<file path="src/rtl/deser_pkg.sv">
// Shared types and constants for the parametrised deserializer.
// Frame FSM states, error codes and parity mode encodings.
package deser_pkg;

   typedef enum logic [2:0] {
      IDLE,
      DATA,
      PARITY,
      STOP,
      BREAK
   } state_e;

   typedef enum logic [1:0] {
      ERR_NONE    = 2'd0,
      ERR_PARITY  = 2'd1,
      ERR_FRAMING = 2'd2,
      ERR_OVERRUN = 2'd3
   } err_code_e;

   localparam int PAR_NONE = 0;
   localparam int PAR_EVEN = 1;
   localparam int PAR_ODD  = 2;

   // x is the XOR of all data bits and the received parity bit
   function automatic logic parity_bad(input logic x, input int mode);
      return (mode == PAR_EVEN && x) || (mode == PAR_ODD && !x);
   endfunction

endpackage

</file>
<file path="src/rtl/deser_hold_reg.sv">
// Output holding register with valid/ready handshake.
// Flags an overrun when a word arrives while the held one stays put.
module deser_hold_reg #(
   parameter int DATA_W = 8
) (
   input  logic              clk_i,
   input  logic              rst_i,
   input  logic              load_i,
   input  logic [DATA_W-1:0] data_i,
   input  logic              eob_i,
   input  logic              ready_i,
   output logic [DATA_W-1:0] data_o,
   output logic              eob_o,
   output logic              valid_o,
   output logic              loaded_o,
   output logic              overrun_o
);

   logic accept;

   // a word being handed off on this edge frees the slot
   assign accept    = !valid_o || ready_i;
   assign loaded_o  = load_i && accept;
   assign overrun_o = load_i && !accept;

   always_ff @(posedge clk_i) begin
      if (rst_i) begin
         data_o  <= '0;
         eob_o   <= 1'b0;
         valid_o <= 1'b0;
      end else if (loaded_o) begin
         data_o  <= data_i;
         eob_o   <= eob_i;
         valid_o <= 1'b1;
      end else if (valid_o && ready_i) begin
         valid_o <= 1'b0;
      end
   end

endmodule

</file>
<file path="src/rtl/param_deserializer.sv">
// Serial-to-parallel frame receiver with parity, block grouping
// and a valid/ready output port with error pulses.
module param_deserializer #(
   parameter int DATA_W    = 8,
   parameter int PARITY    = 1,
   parameter int BLOCK_LEN = 16
) (
   input  logic              clk_i,
   input  logic              rst_i,
   input  logic              inputdata_i,
   output logic [DATA_W-1:0] outputdata_o,
   output logic              valid_o,
   input  logic              ready_i,
   output logic              eob_o,
   output logic              err_o,
   output logic [1:0]        err_code_o
);
   import deser_pkg::*;

   localparam int BW = $clog2(DATA_W);
   localparam int CW = (BLOCK_LEN > 1) ? $clog2(BLOCK_LEN) : 1;
   localparam logic [BW-1:0] LAST_BIT  = BW'(DATA_W - 1);
   localparam logic [CW-1:0] LAST_WORD = CW'(BLOCK_LEN - 1);

   state_e            state_q, state_d;
   logic [BW-1:0]     bit_q;
   logic [DATA_W-1:0] shift_q;
   logic              par_q;
   logic              shift_en, par_en, stop_en;
   err_code_e         frame_code;
   logic              pend_q;
   err_code_e         pend_code_q;
   logic [CW-1:0]     cnt_q;
   logic              load_req, loaded, overrun, is_last;
   logic              err_q;
   err_code_e         err_code_q;

   always_ff @(posedge clk_i) begin
      if (rst_i) state_q <= IDLE;
      else       state_q <= state_d;
   end

   always_comb begin
      state_d = state_q;
      unique case (state_q)
         IDLE:  if (!inputdata_i) state_d = DATA;
         DATA:  if (bit_q == LAST_BIT)
                   state_d = (PARITY == PAR_NONE) ? STOP : deser_pkg::PARITY;
         deser_pkg::PARITY: state_d = STOP;
         STOP:  state_d = inputdata_i ? IDLE : BREAK;
         BREAK: if (inputdata_i) state_d = IDLE;
         default: state_d = IDLE;
      endcase
   end

   always_comb begin
      shift_en = 1'b0;
      par_en   = 1'b0;
      stop_en  = 1'b0;
      unique case (1'b1)
         state_q == DATA:              shift_en = 1'b1;
         state_q == deser_pkg::PARITY: par_en   = 1'b1;
         state_q == STOP:              stop_en  = 1'b1;
         default: ;
      endcase
   end

   // framing outranks parity; both judged on the stop-bit edge
   always_comb begin
      frame_code = ERR_NONE;
      if (!inputdata_i)
         frame_code = ERR_FRAMING;
      else if (parity_bad((^shift_q) ^ par_q, PARITY))
         frame_code = ERR_PARITY;
   end

   always_ff @(posedge clk_i) begin
      if (rst_i) begin
         bit_q       <= '0;
         shift_q     <= '0;
         par_q       <= 1'b0;
         pend_q      <= 1'b0;
         pend_code_q <= ERR_NONE;
      end else begin
         if (state_q == IDLE) bit_q <= '0;
         else if (shift_en)   bit_q <= bit_q + 1'b1;
         if (shift_en) shift_q <= {inputdata_i, shift_q[DATA_W-1:1]};
         if (par_en)   par_q   <= inputdata_i;
         pend_q <= stop_en;
         if (stop_en) pend_code_q <= frame_code;
      end
   end

   // shift_q is untouched until the next frame's first data bit
   assign load_req = pend_q && (pend_code_q == ERR_NONE);
   assign is_last  = (cnt_q == LAST_WORD);

   deser_hold_reg #(
      .DATA_W (DATA_W)
   ) u_hold (
      .clk_i     (clk_i),
      .rst_i     (rst_i),
      .load_i    (load_req),
      .data_i    (shift_q),
      .eob_i     (is_last),
      .ready_i   (ready_i),
      .data_o    (outputdata_o),
      .eob_o     (eob_o),
      .valid_o   (valid_o),
      .loaded_o  (loaded),
      .overrun_o (overrun)
   );

   always_ff @(posedge clk_i) begin
      if (rst_i)       cnt_q <= '0;
      else if (loaded) cnt_q <= is_last ? '0 : cnt_q + 1'b1;
   end

   always_ff @(posedge clk_i) begin
      if (rst_i) begin
         err_q      <= 1'b0;
         err_code_q <= ERR_NONE;
      end else begin
         err_q <= pend_q && ((pend_code_q != ERR_NONE) || overrun);
         if (!pend_q)                    err_code_q <= ERR_NONE;
         else if (pend_code_q != ERR_NONE) err_code_q <= pend_code_q;
         else if (overrun)               err_code_q <= ERR_OVERRUN;
         else                            err_code_q <= ERR_NONE;
      end
   end

   assign err_o      = err_q;
   assign err_code_o = err_code_q;

endmodule

</file>
<file path="config.mk">
export PLATFORM = sky130hd
export DESIGN_NAME = param_deserializer
export DESIGN_NICKNAME = d
export VERILOG_FILES = /design/src/rtl/deser_pkg.sv /design/src/rtl/deser_hold_reg.sv /design/src/rtl/param_deserializer.sv
export SDC_FILE = /design/constraint.sdc
export NUM_CORES = 1
export LEC_CHECK = 0
export BUFFER_PORTS_ARGS = -buffer_cell sky130_fd_sc_hd__clkbuf_2
export CORE_MARGIN = 3
export CORE_UTILIZATION = 50
export CTS_BUF_LIST = sky130_fd_sc_hd__clkbuf_16
export DETAILED_ROUTE_END_ITERATION = 16
export HOLD_SLACK_MARGIN = 0.05
export PLACE_DENSITY = 0.73
export SLEW_MARGIN = 20
export SYNTH_ARGS = -nofsm -noshare
export SYNTH_HDL_FRONTEND = slang
export SYNTH_SLANG_ARGS = --single-unit
export TNS_END_PERCENT = 20
</file>
<file path="constraint.sdc">
create_clock -name clk_i -period 1.2 [get_ports clk_i]
set_input_delay 0 -clock clk_i [delete_from_list [all_inputs] [get_ports clk_i]]
set_output_delay 0 -clock clk_i [all_outputs]
set_load 0.05 [all_outputs]
</file>
* Yosys cells after proc, flatten, opt, wreduce, memory -nomap -nowiden
Cells that the tools add are included.
** Storage, ports and cells
- Logic and storage cells :: 57
- Register bits :: 35
** Operators by class
- Reduce and logical (&&, ||, !) cells :: 17
- Bitwise operators :: 2
- Muxes and demuxes :: 15
- $add $sub $neg :: 2
- Equal/unequal tests :: 9
** Operators with widths (count)
- 3-bit case mux with 5 select lines :: 1
- 3-bit 2-to-1 mux :: 4
- 8-bit parity :: 1
- 3-bit by 2-bit equality test with 1-bit output (second input constant) :: 2
- 3-bit equality test (second input constant) :: 2
- 1-bit 2-to-1 mux :: 6
- 2-bit 2-to-1 mux :: 3
- 2-bit != test (second input constant) :: 3
- 1-bit logical AND :: 5
- 4-bit by 1-bit adder with 4-bit output (second input constant) :: 1
- 4-bit equality test (second input constant) :: 1
- 4-bit 2-to-1 mux :: 1
- 2-bit nonzero test :: 2
- 2-bit OR reduction :: 2
- 3-bit by 1-bit adder with 3-bit output (second input constant) :: 1
- 3-bit by 1-bit equality test with 1-bit output (second input constant) :: 1
- 3-bit zero test :: 1
- 3-bit AND reduction :: 1
- 1-bit zero test :: 2
- 2-bit zero test :: 1
- 1-bit logical OR :: 2
- 1-bit inverter :: 1
- 1-bit XOR :: 1

* Depth between registers and ports, before layout
Gate-level depths: netlist (run 1).
- Depth in word-level cells :: 6
- Depth in mapped cells :: 6
- Depth with buffers taken out :: 5

* Cells and area by module
Synthesis (run 1) repeated with hierarchy kept, for this count alone.
** Unflattened totals
- Cell total of the unflattened synthesis :: 159
- Area, all modules :: 1582.8 sq um
** Modules (own cells, without submodules)
- param_deserializer :: sequential area each 500.5 sq um, area an instance 1107.3 sq um, cells each 114, times used 1
- deser_hold_reg :: sequential area each 200.2 sq um, area an instance 475.5 sq um, cells each 45, times used 1

* Least setup slack after synthesis (run 1)
OpenSTA, ideal clock, no wires.
- Path kind :: reg-to-reg
- From :: register u_hold.valid_o
- To :: register u_hold.data_o[0]
- Cell stages (with the launch flop) :: 7
- Setup time :: 0.128 ns
- Path buffers :: 2
- Arrival time :: 1.345 ns
- Required time :: 1.072 ns
- Period minus slack after synthesis :: 1.473 ns
- Setup slack :: -0.273 ns
- Path through :: dfxtp_1 > nand2b_1 > buf_2 > and3_1 > buf_2 > mux2i_1 > nor2_1
** Between the ends
- Longest elaborated chain between the ends :: 3
** RTL lines
- start, declared :: line deser_hold_reg.sv:14 : output logic valid_o,
- start signal, assigned :: line deser_hold_reg.sv:30 : valid_o <= 1'b0;
- start signal, assigned :: line deser_hold_reg.sv:34 : valid_o <= 1'b1;
- start signal, assigned :: line deser_hold_reg.sv:36 : valid_o <= 1'b0;
- 1-bit zero test :: line deser_hold_reg.sv:22 : assign accept = !valid_o || ready_i;
- 1-bit logical OR :: line deser_hold_reg.sv:22
- 1-bit logical AND :: line deser_hold_reg.sv:23 : assign loaded_o = load_i && accept;
- end signal, assigned :: line deser_hold_reg.sv:32 : data_o <= data_i;
- end, declared :: line deser_hold_reg.sv:12 : output logic [DATA_W-1:0] data_o,
Every way passes these cells.
A chain may end at the register's enable or synchronous reset.

* Worst setup path in the final report (run 1)
- From :: register par_q
- To :: register pend_code_q[0]
** Between the ends
- Longest elaborated chain between the ends :: 3
** RTL lines
- start, declared :: line param_deserializer.sv:28 : logic par_q;
- start signal, assigned :: line param_deserializer.sv:88 : if (par_en) par_q <= inputdata_i;
- 1-bit XOR :: line param_deserializer.sv:73 : else if (parity_bad((^shift_q) ^ par_q, PARITY))
- 1-bit 2-to-1 mux :: line param_deserializer.sv:73
- 2-bit 2-to-1 mux :: line param_deserializer.sv:71 : if (!inputdata_i)
- end signal, assigned :: line param_deserializer.sv:90 : if (stop_en) pend_code_q <= frame_code;
- end, declared :: line param_deserializer.sv:32 : err_code_e pend_code_q;
Every way passes these cells.

==> results of run 1 <==
## synth_stat cells (2+ instances only)
| cell type | number | share of area (%) |
|---|---|---|
| nand4_1 | 2 | 0.86 |
| o21ai_0 | 5 | 1.7 |
| a21oi_1 | 13 | 4.5 |
| and3_1 | 2 | 0.86 |
| nand3b_1 | 3 | 1.5 |
| mux2i_1 | 17 | 12 |
| dfxtp_1 | 35 | 48 |
| ha_1 | 3 | 2.6 |
| nor3_1 | 2 | 0.69 |
| nor2_1 | 28 | 7.2 |
| a31oi_1 | 2 | 0.86 |
| inv_1 | 2 | 0.52 |
| xor2_1 | 2 | 1.2 |
| clkbuf_1 | 3 | 0.77 |
| nand2b_1 | 3 | 1.3 |
| nand2_1 | 7 | 1.8 |
| buf_2 | 5 | 1.7 |
| nand3_1 | 3 | 1.0 |
| xnor2_1 | 2 | 1.2 |
## cell families (layout without fill, tap and decap cells)
| group | after synthesis | after routing | synth area share (%) |
|---|---|---|---|
| multiplexers | 17 | 17 | 11.7 |
| buffers and inverters | 12 | 49 | 3.78 |
| XOR/XNOR | 6 | 6 | 5.59 |
| AND/OR/NAND/NOR | 57 | 57 | 20.1 |
| flip-flops | 35 | 35 | 48.2 |
| adder cells (fa/ha/maj) | 3 | 3 | 2.58 |
| AO/OA/AOI/OAI | 22 | 22 | 8.08 |
## power groups by stage
stage	logic [mW]	clock network, mW	registers, mW
final	0.110	1.64	1.18
after global routing	0.119	1.71	1.18
after CTS	0.104	1.68	1.18
after detailed placement	0.0983	0	1.20
after global placement	0.0961	0	1.20
after floorplan	0.0745	0	1.20
## critical path: cells and delay by family, from the launching register on
kind	cells	cell delay (ps)
mux	1	140
flops	1	330
simple gates	2	230
xor+xnor	1	420
## sequential cells by signal, indices dropped and copies added (netlist names)
register and cells:
u_hold.data_o 8, pend_q 1, state_q 3, par_q 1
err_code_o 2, cnt_q 4, err_o 1, bit_q 3
u_hold.valid_o 1, shift_q 8, pend_code_q 2, u_hold.eob_o 1
## per-layer routing
metal | wire length [µm] | GRT usage (%) | part of all wire [%]
met2 | 1300 | 29.6 | 48
met1 | 1240 | 21.3 | 45
met3 | 120 | 5.83 | 4.4
met4 | 74 | 11.4 | 2.7
met5 | 0 | 0 | 0
## timing repair
action,CTS,global route
hold buffers,1,0
hold endpoints to repair,1,0
pin swaps,2,1
setup endpoints to repair,1,14
gates resized for setup,2,8
buffers inserted,2,0
## path summary, 6_finish.rpt
kind	slack, ps	cells after the start	end
max	-20	4	pend_code_q[0]
min	130	2	u_hold.data_o[5]
max reg2reg	-20	4	pend_code_q[0]
min reg2reg	450	2	u_hold.eob_o
## cell type report
| class | count | area [µm²] |
|---|---|---|
| Multi-Input combinational cell | 105 | 737 |
| Sequential cell | 35 | 709 |
| Fill cell | 197 | 664 |
| Timing Repair Buffer | 38 | 264 |
| Clock buffer | 5 | 125 |
| Clock inverter | 3 | 63.8 |
| Tap cell | 30 | 37.5 |
| Inverter | 3 | 11.3 |
## per-stage QoR
| stage | setup slack (ps) | area [µm²] |
|---|---|---|
| global placement | -22.6 | 1700 |
| global route | -106 | 1950 |
| finish | -20.7 | 1950 |
| floorplan | -14.3 | 1480 |
| detailed placement | -77.7 | 1700 |
| CTS | -38.3 | 1910 |
==> results.md, run 1 <==
* Vias in the first global route at approximately 1100
* Min cycle time layout at about 1200 ps
* Violated checks: setup timing
* Synth Net Count at 159
* Initial Utilization at 55.7%
* DR iter-0 viols at 38
* Final WL at between 2000 and 3000 µm
* Peak supply drop at approximately 1600 µV
* CP Class: flip-flop to flip-flop
* Post-route insts no fill at roughly 220
* Switching power at 0.520 mW
* Highest-count cells in the layout ignoring fill and taps: dfxtp_1, nor2_1, buf_4, mux2i_1, clkbuf_2
* Clk_lat worst skew at approximately 280 ps
* PwrDens at ~1500 nW/µm²
* PortBufs at 16
* Share of layout cells above drive strength 1 at a little under a third
* Slowest cell delay on critical path at roughly 420 ps
* Core Rows at 18
* Max Slew Vio Count at 0
* Combinational power share at under 10%
* Routed length per placed instance at 12.5 µm
* Post-synth EDFFs at 0
* Post-Syn Area at 1460 µm²
* Slowest CP cell: xor3_1
* Pwr Total at roughly 3 mW
* Ys async rst share at 0%
* Yosys reg bits at 35
* Net Sw Frac at 17.7%
* Leakage at just under 0.9 nW
* Clk sinks at 35
* DRC viols at 0
* Startpoint Class: flip-flop
* Maxcap violations at 0
* Placeable Area at 2610 µm²
* Worst setup slack after layout at -20.7 ps
* Fin crit share at 102%
* Antenna-violating nets left at 0
* Crit path max fanout at 2
* Status: finished, violations left
* Register area share after synthesis at 48.2%
* Hold Vio Cnt, Final at 0
* Worst Tran Pin Value at 325 ps
* Worst setup EP type: flip-flop
* GRT overflow at 0
* Layout Skew at around 4.3 ps
* WP data arrival at ~1400 ps
* Vias/cell at approximately 5.3
* Internal power at about 2.4 mW
* DRT Pass-1 Iters at 4
* Ports at 17
* First-pass GRT wire length at a little under 5000 µm
* Clock buffer depth at 2
* RSZ-0062 raised after global routing: true
* Gr usage total at a little under a fifth
* N_diodes at 0
* Via count at about 1200
* Post-Place Cells at 208
* Top FF cell, synth: dfxtp_1
* Clock transition at path regs at ~50 ps
* Most common cell after layout, fill and taps aside: dfxtp_1
* Global placement routability congestion at 0.733
* CTS buffer count at 5
* Final setup violation count at 1
* Synth-to-Final Area Change at 33.9%
* Die Ht at approximately 60 µm
* Clk pwr share at approximately 56%
* CTS tree: yes
* Pin count of the biggest net entering global routing at 17
* HP Class: input port to flip-flop
* Syn_area_per_cell at ~9.6 µm²
* Clock root buffer: clkbuf_16
* Die area at between 3000 and 4000 µm²
* WHS at roughly 130 ps
* Yosys warning total at 0
* Worst Setup SP: par_q
* CP required at 1370 ps
* Fmax at 0.819 GHz
* Max-Slew Margin vs Limit at 78.3%
* FF-to-FF Start: par_q
* Initial antenna violation count at 0
* Register share of total power at between 40% and 50%
* Die width at ~60 µm
* Fin util at 74.6%
* Cells after Synth at 152
* Crit path cell chain: xor3_1, nor4b_2, mux2i_1, nand2_1
* H-tree Lvls at 2
* Hpwl dp at roughly 2000 µm
* Synth cell types at 32
* Setup TNS at -20.7 ps
* Fin nets at 195
* Hold_sp: rst_i
Power figures use the tool's default switching activity.
==> run 2, diff against run 1 <==
--- a/config.mk
+++ b/config.mk
@@ -16,4 +16,4 @@
 export SYNTH_ARGS = -nofsm -noshare
 export SYNTH_HDL_FRONTEND = slang
 export SYNTH_SLANG_ARGS = --single-unit
-export TNS_END_PERCENT = 20
+export TNS_END_PERCENT = 5
==> run 2 against run 1 <==
  * Global-route usage increased by 0.79 points
  * Die area unchanged
  * Clock skew about the same
  * Core utilization decreased by 1.5 points
  * Non-clock buffer count decreased by 1
  * Count of clock-buffer cells in the layout unchanged
  * Clock power decreased by 24%
  * Critical path depth unchanged
  * Final area decreased by 2.0%
  * The flow still finishes with violations (setup timing)
  * First-iteration DRC count decreased by 11%
  * Via count increased by 2.4%
  * Total power decreased by 13%
==> results.md, run 2 (synthesis gave the netlist of run 1 again) <==
* Violated checks: setup timing
* CTS buffer count at 5 (unchanged)
* GRT overflow at 0 (unchanged)
* Ports at 17 (unchanged)
* Final WL at 3060 µm (+12%)
* RSZ-0062 raised after global routing: true
* Largest regs: shift_q: 8 flops, u_hold.data_o: 8 flops, cnt_q: 4 flops
* PwrDens at 1330 nW/µm² (-12%)
* Antenna-violating nets left at 0 (unchanged)
* Hold Vio Cnt, Final at 0 (unchanged)
* Net Sw Frac at 21.4% (+3.6 points)
* Max-Slew Margin vs Limit at 74.5% (-3.8 points)
* Clk_lat worst skew at 280 ps (about the same)
* Final setup violation count at 2 (+1)
* Leakage at 0.866 nW (-3.2%)
* N_diodes at 0 (unchanged)
* Crit path cell chain: xor3_1, nor4_2, mux2i_1, nand2_1
* Max Slew Vio Count at 0 (unchanged)
* Clock transition at path regs at 50 ps (about the same)
* Global placement routability congestion at 0.727 (-0.91%)
* Layout Skew at 4.33 ps (+0.00855 ps)
* Combinational power share at 4.7% (+0.9 points)
* Slowest cell delay on critical path at 430 ps (about the same)
* Crit path max fanout at 2 (unchanged)
* Die width at 59.9 µm (unchanged)
* Highest-count cells in the layout ignoring fill and taps: dfxtp_1, nor2_1, buf_4, mux2i_1, clkbuf_2
* Placeable Area at 2610 µm² (unchanged)
* Post-route insts no fill at 218 (-0.46%)
* Core Rows at 18 (unchanged)
* Fin util at 73.1% (-1.5 points)
* HP Class: input port to flip-flop
* Fmax at 0.792 GHz (-3.3%)
* Multi-input logic area at 739 µm² (+0.34%)
* Routed length per placed instance at 14.0 µm (+13%)
* CP required at 1430 ps (+60 ps)
* CTS tree: yes
* Worst Tran Pin Value at 382 ps (+57.1 ps)
* Filler instances at 194 (-1.5%)
* Hpwl dp at 1980 µm (-0.77%)
* FF-to-FF Start: par_q
* Place WS at -113 ps (-35.0 ps)
* Peak supply drop at 1700 µV (+6.6%)
* R2R Setup Slk at -60 ps (-40 ps)
* Pwr Total at 2.53 mW (-13%)
* Die Ht at 59.9 µm (unchanged)
* Register share of total power at 46.5% (+6.2 points)
* Worst setup slack after layout at -62.3 ps (-41.6 ps)
* Initial Utilization at 55.7% (unchanged)
* Clk pwr share at 48.8% (-7.1 points)
* Vias/cell at 5.40 (+2.9%)
* Hold_sp: ready_i
* Gr usage total at 19.3% (+0.79 points)
* DRC viols at 0 (unchanged)
* DRT Pass-1 Iters at 4 (unchanged)
* Clock buffer depth at 2 (unchanged)
* Synth-to-Final Area Change at 31.2%
* Clk sinks at 35 (unchanged)
* Via count at 1178 (+2.4%)
* Status: finished, violations left
* H-tree Lvls at 2 (unchanged)
* Maxcap violations at 0 (unchanged)
* Die area at 3590 µm² (unchanged)
* Startpoint Class: flip-flop
* Fin nets at 194 (-0.51%)
* Internal power at 1.99 mW (-17%)
* Pin count of the biggest net entering global routing at 19 (+2)
* Share of layout cells above drive strength 1 at 32.4% (+1.2 points)
* WP data arrival at 1490 ps (+100 ps)
* Worst setup EP type: flip-flop
* CP Class: flip-flop to flip-flop
* Register Area at 711 µm² (+0.18%)
* Post-Place Cells at 208 (unchanged)
* Vias in the first global route at 1126 (+0.27%)
* Worst Setup SP: par_q
* Clock root buffer: clkbuf_16
* DR iter-0 viols at 34 (-11%)
* Fin crit share at 105% (+3.5 points)
* Initial antenna violation count at 0 (unchanged)
* WHS at 145 ps (+13.5 ps)
* Slowest CP cell: xor3_1
* PortBufs at 16 (unchanged)
* Min cycle time layout at 1260 ps (+41.6 ps)
* Switching power at 0.542 mW (+4.3%)
* First-pass GRT wire length at 4980 µm (+3.4%)
* Most common cell after layout, fill and taps aside: dfxtp_1
-- run 2: area by class of cell --
class                   count  share of cell area (%)
multi-input cells         105                    38.7
clock inverters             3                    1.05
clock buffers               5                    6.55
flip-flops and latches     35                    37.2
repair buffers             37                    13.9
well taps                  30                    1.97
inverters                   3                   0.590
-- run 2: per-layer routing --
metal | track usage, % | routed length, µm
met5 | 0 | 0
met4 | 8.54 | 69
met3 | 7.34 | 193
met2 | 30.2 | 1480
met1 | 23.4 | 1320
-- run 2: repair_timing --
action                     4_1_cts  5_1_grt
hold endpoints to repair         1        0
hold buffers                     1        0
setup buffers                    1        0
setup endpoints to repair        3       14
pin swaps                        3        0
gates resized for setup          4        7
-- run 2: power by group through the flow --
stage	registers, mW	logic [mW]	clock network [mW]
global route	1.18	0.129	1.31
detailed placement	1.20	0.107	0
global placement	1.20	0.103	0
finish	1.18	0.120	1.24
CTS	1.18	0.114	1.27
floorplan	1.20	0.0745	0
-- run 2: final timing paths --
check	to	cells past startpoint
worst max-delay path	pend_code_q[0]	4
worst min-delay path	u_hold.valid_o	4
worst max register to register	pend_code_q[0]	4
worst min register to register	u_hold.eob_o	2
-- run 2: worst max-delay path, delay by kind of cell (launching register included) --
kind	cells	cell delay, ps
xor gates and xnor gates	1	430
DFF	1	320
muxes	1	120
and+or+nand+nor	2	350
-- run 2: metrics by stage --
stage / instance area [µm²] / setup TNS (ps)
global route: 1910 / -347
detailed placement: 1710 / -116
global placement: 1710 / -20.7
finish: 1910 / -77.9
floorplan: 1480 / -54.3
CTS: 1880 / -60.7
==> run 3, diff against run 2 <==
--- a/config.mk
+++ b/config.mk
@@ -5,13 +5,14 @@
 export SDC_FILE = /design/constraint.sdc
 export NUM_CORES = 1
 export LEC_CHECK = 0
+export ABC_AREA = 1
 export BUFFER_PORTS_ARGS = -buffer_cell sky130_fd_sc_hd__clkbuf_2
 export CORE_MARGIN = 3
-export CORE_UTILIZATION = 50
+export CORE_UTILIZATION = 51
 export CTS_BUF_LIST = sky130_fd_sc_hd__clkbuf_16
 export DETAILED_ROUTE_END_ITERATION = 16
 export HOLD_SLACK_MARGIN = 0.05
-export PLACE_DENSITY = 0.73
+export PLACE_DENSITY = 0.74
 export SLEW_MARGIN = 20
 export SYNTH_ARGS = -nofsm -noshare
 export SYNTH_HDL_FRONTEND = slang
==> run 3 against run 2 <==
  * The flow still finishes with violations (setup timing)
  * Register-to-register slack hardly changed
  * Final area is 2.4% higher
  * Routed wire length is 12% higher
  * Via count is 21% higher
  * Clock skew is 1.6 ps lower
  * Critical path depth is 3 higher
  * Total power is 40% higher
  * Core utilization is 2.8 points lower
  * Sequential share of layout area is 0.73 points lower
  * First-iteration DRC count is 79% higher
  * Critical path type unchanged
==> results.md, run 3 <==
* Status: finished, violations left
* Violated checks: setup timing
* Placeable Area at 2780 µm² (+6.5%)
* Filler instances at 220 (+13%)
* Hpwl dp at 2300 µm (+16%)
* Post-route insts no fill at 273 (+25%)
* Multi-input logic area at 699 µm² (-5.4%)
* Clock transition at path regs at 50 ps (about the same)
* Min cycle time layout at 1250 ps (-9.08 ps)
* Antenna-violating nets left at 0 (unchanged)
* Slowest cell delay on critical path at 330 ps (-100 ps)
* Post-Place Cells at 258 (+24%)
* Die area at 3640 µm² (+1.2%)
* Highest-count cells in the layout ignoring fill and taps: nand2_1, a21oi_1, dfxtp_1, inv_1
* Yosys reg bits at 35 (unchanged)
* Core Rows at 19 (+1)
* Layout Skew at 2.77 ps (-1.57 ps)
* CTS buffer count at 5 (unchanged)
* Startpoint Class: flip-flop
* PwrDens at 1810 nW/µm² (+37%)
* Hold Vio Cnt, Final at 0 (unchanged)
* Share of the synthesized area in the top cell type at 46.6% (-1.6 points)
* Routed length per placed instance at 12.6 µm (-10%)
* Die Ht at 60.3 µm (+0.60%)
* Worst Tran Pin Value at 281 ps (-101 ps)
* Synth area leader: dfxtp_1
* Max-Slew Margin vs Limit at 81.4% (+6.8 points)
* Clock root buffer: clkbuf_16
* DR iter-0 viols at 61 (+79%)
* H-tree Lvls at 2 (unchanged)
* Cells after Synth at 204 (+34%)
* Pin count of the biggest net entering global routing at 20 (+1)
* Crit path cell chain: nor2_4, nand2_2, nor2_4, buf_6, nand4_1, xor2_1, nor2_1
* Clk_lat worst skew at 270 ps (about the same)
* Synth cell types at 27 (-16%)
* Crit-path most repeated cell: nor2_4
* Register Area at 713 µm² (+0.35%)
* Syn_area_per_cell at 7.37 µm² (-23%)
* DRT Pass-1 Iters at 4 (unchanged)
* RSZ-0062 raised after global routing: true
* GRT overflow at 0 (unchanged)
* CP required at 1360 ps (-70 ps)
* Yosys warning total at 0 (unchanged)
* Vias in the first global route at 1253 (+11%)
* Fin crit share at 104% (-0.76 points)
* Placed cell areas at 1710 µm² (unchanged)
* HP Class: input port to flip-flop
* Maxcap violations at 0 (unchanged)
* Post-synth EDFFs at 0 (unchanged)
* DRC viols at 0 (unchanged)
* Fmax at 0.798 GHz (+0.72%)
* Worst setup EP type: flip-flop
* FF-to-FF Start: pend_code_q[0]
* Post-route cell area at 1950 µm² (+2.4%)
* Peak supply drop at 1550 µV (-9.2%)
* CTS tree: yes
* First-pass GRT wire length at 5220 µm (+4.7%)
* Top post-synthesis cells by area: dfxtp_1, nand2_1, a21oi_1
* Via count at 1430 (+21%)
* CP Class: flip-flop to flip-flop
* Initial antenna violation count at 0 (unchanged)
* Leakage at 0.891 nW (+2.9%)
* Most common cell after layout, fill and taps aside: nand2_1
* Gr usage total at 19.5% (+0.16 points)
* Slowest CP cell: dfxtp_2
* Worst setup slack after layout at -53.3 ps (+9.08 ps)
* Share of layout cells above drive strength 1 at 27.7% (-4.8 points)
* Vias/cell at 5.24 (-3.1%)
* GRT Max-Usage Layer: met2
* PortBufs at 16 (unchanged)
* WP data arrival at 1420 ps (-70 ps)
* Hold_sp: inputdata_i
* Most instantiated library cell after synthesis: nand2_1
* Synth Net Count at 211 (+33%)
* Post-Syn Area at 1500 µm² (+3.4%)
* Met2 Track Usage GR at 31.6% (+1.4 points)
* Clock buffer depth at 2 (unchanged)
* Ys async rst share at 0% (unchanged)
* Initial Utilization at 54.1% (-1.6 points)
* Final WL at 3430 µm (+12%)
* Ports at 17 (unchanged)
* Worst Setup SP: pend_code_q[0]
* Clk sinks at 35 (unchanged)
* Crit path max fanout at 6 (+4)
* M3 GR Usage at 5.83% (-1.5 points)
* Largest regs: shift_q: 8 flops, u_hold.data_o: 8 flops, cnt_q: 4 flops
* Final setup violation count at 5 (+3)
* Max Slew Vio Count at 0 (unchanged)
* Fin nets at 248 (+28%)
* Register area share after synthesis at 46.6% (-1.6 points)
* Top FF cell, synth: dfxtp_1
* Place WS at -35.0 ps (+77.6 ps)
* Commonest cells post-synth: nand2_1, dfxtp_1, a21oi_1
* R2R Setup Slk at -50 ps (about the same)
* GRT met1 Usage at 22.5% (-0.90 points)
* Synth-to-Final Area Change at 29.9%
* Die width at 60.3 µm (+0.60%)
* Global placement routability congestion at 0.787 (+8.3%)
* N_diodes at 0 (unchanged)
==> run 3: cell count changes in the layout (fill, tap and decap cells not counted), sizes merged, moves of 9 or more <==
cell / before / now
inv: 3 / 28
nand2: 7 / 44
a21oi: 13 / 29
mux2i: 17 / 0
o21ai: 5 / 18
nor2: 29 / 20
==> run 3: timing repair <==
item	in CTS	in global routing
setup buffers	1	3
endpoints found under the hold margin	5	4
pin swaps	2	7
resized for setup	6	20
endpoints found under the setup margin	8	18
hold buffers	2	1
==> run 3: layout make-up <==
| cell class | count | area share, % |
|---|---|---|
| Timing Repair Buffer | 37 | 13.4 |
| Sequential cell | 35 | 36.5 |
| Clock buffer | 5 | 6.40 |
| Inverter | 27 | 5.31 |
| Clock inverter | 3 | 0.640 |
| Multi-Input combinational cell | 135 | 35.8 |
| Tap cell | 31 | 1.98 |
==> run 3: kinds of logic (layout without fill, tap and decap cells) <==
family,count (synthesis),in the layout,share of synthesized area (%)
xor+xnor,2,2,1.16
simple gates,79,79,22.4
compound gates,51,51,17.6
flops,35,35,46.6
fa+ha+maj,3,3,2.50
buf+inv,34,72,9.82
==> run 3: layer usage <==
layer  wire length, µm  vias up  share of wire, %
li1                  -      738                 -
met1              1550      648                45
met2              1650       33                48
met3               141       11               4.1
met4                89        0               2.6
met5                 0        -                 0
==> run 3: power by group <==
part / total [mW] / switching, mW / internal, mW
combinational: 0.953 / 0.596 / 0.357
clock: 1.19 / 0.446 / 0.749
sequential: 1.40 / 0.112 / 1.28
total: 3.54 / 1.15 / 2.39
==> run 3: path summary, 6_finish.rpt <==
check,to,cells after the start
hold / removal,par_q,3
setup / recovery,cnt_q[3],7
setup reg to reg,cnt_q[3],7
hold reg to reg,u_hold.eob_o,2
==> run 3: worst max-delay path: cells and delay by family, from the launching register on <==
family | cells | cell delay [ps]
flops | 1 | 330
xor+xnor | 1 | 190
buf+inv | 1 | 140
simple gates | 5 | 480
==> run 3: metrics by stage <==
| stage | power, mW | TNS (ps) | util, % | hold slack [ps] |
|---|---|---|---|---|
| 2_1_floorplan | 2.05 | 0 | - | 164 |
| 3_3_place_gp | 2.23 | 0 | 61.4 | 306 |
| 3_5_place_dp | 2.28 | -79.2 | 61.4 | 310 |
| 4_1_cts | 3.51 | -22.0 | 67.8 | 4.55 |
| 5_1_grt | 3.77 | -732 | 70.3 | 99.1 |
| 6_report | 3.54 | -132 | 70.3 | 62.0 |
